--- config.mk ---
export PLATFORM = sky130hd
export DESIGN_NAME = my_fsm
export DESIGN_NICKNAME = d
export VERILOG_FILES = /design/src/rtl/my_fsm.sv
export SDC_FILE = /design/constraint.sdc
export NUM_CORES = 1
export LEC_CHECK = 0
export ABC_CLOCK_PERIOD_IN_PS = 1000
export BUFFER_PORTS_ARGS = -buffer_cell sky130_fd_sc_hd__buf_4
export CAP_MARGIN = 20
export CORE_AREA = 2 2 39 41
export CTS_BUF_LIST = sky130_fd_sc_hd__clkbuf_2
export DETAILED_ROUTE_END_ITERATION = 6
export DIE_AREA = 0 0 41 43
export PLACE_DENSITY_LB_ADDON = 0.05
export REMOVE_ABC_BUFFERS = 1
export SLEW_MARGIN = 20
export SYNTH_ARGS = -nofsm -noshare
export SYNTH_HDL_FRONTEND = slang
export SYNTH_SLANG_ARGS = --single-unit
--- constraint.sdc ---
create_clock -name clock -period 1 [get_ports clock]
set_input_delay 0.3 -clock clock [delete_from_list [all_inputs] [get_ports clock]]
set_output_delay 0.3 -clock clock [all_outputs]
set_load 0.02 [all_outputs]
--- src/rtl/my_fsm.sv ---
// Moore detector for the serial pattern 1-1-0-1 (first bit first), overlapping matches allowed.
// The detect flag comes straight from a register, so it cannot glitch on changes of the data input.
module my_fsm (
  input  logic clock,
  input  logic reset,
  input  logic in,
  output logic out
);

  typedef enum logic [2:0] {
    IDLE  = 3'd0,
    S1    = 3'd1,
    S11   = 3'd2,
    S110  = 3'd3,
    S1101 = 3'd4
  } state_t;

  state_t r_state;
  state_t w_next;
  logic   r_out;

  // Next-state decode; encodings 5-7 fall back to IDLE.
  always_comb begin
    w_next = IDLE;
    case (r_state)
      IDLE:    w_next = in ? S1    : IDLE;
      S1:      w_next = in ? S11   : IDLE;
      S11:     w_next = in ? S11   : S110;
      S110:    w_next = in ? S1101 : IDLE;
      S1101:   w_next = in ? S11   : IDLE;
      default: w_next = IDLE;
    endcase
  end

  // NOTE: state and flag use <= so every register samples pre-edge values; the
  // flag is loaded from the next state, so it is high exactly while the state is S1101.
  always_ff @(posedge clock or negedge reset) begin
    if (!reset) begin
      r_state <= IDLE;
      r_out   <= 1'b0;
    end else begin
      r_state <= w_next;
      r_out   <= (w_next == S1101);
    end
  end

  assign out = r_out;

endmodule

==> results.py <==
metrics = {
    "logic_synthesis": {
        "syn_area_sq_um": 165,
        "synthTopCellsByArea": "dfrtp_1 61%, and4b_2 14%, a22o_2 6.1%, xnor2_1 5.3%, xor2_1 5.3%",
        "ys.flop_type": "dfrtp_1",
        "yosys.area.top_type": "dfrtp_1",
        "ys_types": 8,
        "yosysSeqAreaShare": 0.606,
        "syn_avg_cell_area_sq_um": 13.8,
        "postSynth.asyncResetShare": 1.00,
        "netlist_top_cells_count": "4 x dfrtp_1, 2 x and4b_2",
        "synth-edff-count": 0,
        "ys_seq_elements": 4,
        "yosys_warnings": 0,
        "synth_top_area_frac": 0.606,
        "synthCells": 12,
        "yosys.cell_count.top_type": "dfrtp_1",
    },
    "critical_path": {
        "arrival_ns": 0.70,
        "critical-path-top-delay-family": "flip-flops",
        "path_buf_inv": 1,
        "cp_data_required_time_ns": 0.70,
        "path_cells": "buf_6",
        "cp-start-kind": "flop",
        "critPathKind": "reg -> out",
        "cp_max_fo": 1,
        "crit_path_end_kind": "primary output",
        "max_stage_delay_ns": 0.37,
        "cp_slowest_cell": "dfrtp_1",
    },
    "clock_tree": {
        "root_buffer": "clkbuf_2",
        "cts_sinks": 4,
        "cts_setup_buffers": 0,
        "cts_tree": "yes",
        "clock_latency_ns": 0.20,
        "cts_buffer_depth": 2,
        "cts_inserted_buffers": 3,
        "htreeDepth": 1,
        "cts.clk_slew.worst_paths_ns": 0.04,
    },
    "sta": {
        "rsz0062_at_grt": "true",
        "tightest_slew_ns": 0.180,
        "max_freq_mhz": 1000,
        "skew_ns": 0.00446,
        "finalSetupTns_ns": 0,
        "worst_slew_margin_rel": 0.880,
        "hold_slack_ns": 0.395,
        "fin_ws_ns": 0.00359,
        "fin_crit_sh": 0.996,
        "period_needed_ns": 0.996,
        "drv_slew": 0,
        "final_hold_viol_count": 0,
        "setup_viol": 0,
    },
    "route": {
        "num_vias": 121,
        "drc": 0,
        "ant_nets": 0,
        "viasPerCell": 3.46,
        "routed_wl_um": 314,
        "drt_iter0_drc": 4,
        "dr.pass1.iters": 2,
        "wl_per_cell_um": 8.97,
    },
    "floorplan": {
        "initial_core_util": 0.119,
        "core_sq_mm": 0.00138,
        "dieArea_sq_mm": 0.00176,
        "row_count": 14,
        "die_h_um": 43,
        "boundaryPins": 4,
        "die_w_um": 41,
    },
    "grt": {
        "grtUsageTotal": 0.0504,
        "grt_pass1_wl_um": 469,
        "antenna_found_initial": 0,
        "grt_pass1_vias": 122,
        "grt_overflow": 0,
        "grt_max_degree": 6,
    },
    "cells_and_area": {
        "post-route-cell-area_sq_um": 236,
        "drive_gt1_frac": 0.474,
        "fin_nets": 24,
        "area_growth_pct": 43.2,
        "diodes": 0,
        "final_cells": 35,
        "fillCellCount": 156,
        "utilization": 0.171,
    },
    "power": {
        "p_leak_nw": 0.114,
        "powerDensity_mw_per_mm2": 2290,
        "power_mw": 0.543,
        "vdd_drop_max_uv": 797,
    },
    "hold_path": {
        "hp-class": "in -> reg",
    },
    "placement": {
        "portBuffers": 3,
        "place_inst": 31,
        "place.gp.congestion": 0.633,
        "dpl_cell_area_sq_um": 208,
        "dp_slack_ns": 0.0519,
    },
    "job": {
        "max_cap_violations": 0,
    },
    "run_status": {
        "status": "finished clean",
    },
}
==> sequential cells by signal, summed over array words and instances, names as in the netlist <==
| signal | cells |
|---|---|
| out | 1 |
| r_state | 3 |
==> area by class of cell <==
class | instances | area [sq um] | area share
multi-input cells | 8 | 65.1 | 0.275
repair buffers | 4 | 36.3 | 0.153
flip-flops and latches | 4 | 100 | 0.423
well taps | 16 | 20.0 | 0.0847
clock buffers | 3 | 15.0 | 0.0635
==> cell families (layout without fill, tap and decap cells) <==
logic type	Yosys count	count (layout)	share of synthesized area
AND/OR/NAND/NOR	5	5	0.227
AO/OA/AOI/OAI	1	1	0.0606
buffers and inverters	0	7	0
XOR/XNOR	2	2	0.106
flip-flops	4	4	0.606
==> layer usage <==
layer  track usage  share of wire  vias to the layer above
met5             0              0                        -
met4        0.0600              0                        0
met3        0.0471          0.076                        0
met2        0.0531           0.46                        5
met1        0.0487           0.46                       57
li1              -              -                       59
==> cells in the final DEF, fill, tap and decap left out, drive strengths merged <==
master,n
dfrtp,4
clkbuf,3
buf,3
and4b,2
xor2,1
nor2b,1
nor2,1
a22o,1
xnor2,1
nor3,1
dlygate4sd3,1
==> final timing paths <==
kind / startpoint / depth (start not counted) / slack, ns / to
max: out / 1 / 0.004 / out
min: in / 3 / 0.40 / r_state[0]
max reg2reg: r_state[0] / 2 / 0.06 / r_state[1]
min reg2reg: r_state[2] / 1 / 0.52 / r_state[0]
max in group asynchronous: reset / 2 / 0.47 / r_state[0]
min in group asynchronous: reset / 2 / 0.43 / r_state[1]
==> where the power goes <==
| part | switching [mW] | total, mW | internal (mW) |
|---|---|---|---|
| combinational | 0.0457 | 0.132 | 0.0861 |
| clock | 0.0579 | 0.138 | 0.0805 |
| sequential | 0.0624 | 0.273 | 0.210 |
| total | 0.166 | 0.543 | 0.377 |
==> timing repair <==
action                                  4_1_cts  5_1_grt
hold buffers                                  1        0
resized for setup                             1        0
cloned                                        0        0
endpoints found under the hold margin         4        0
endpoints found under the setup margin        1        1
(Power assumes the default switching activity.)
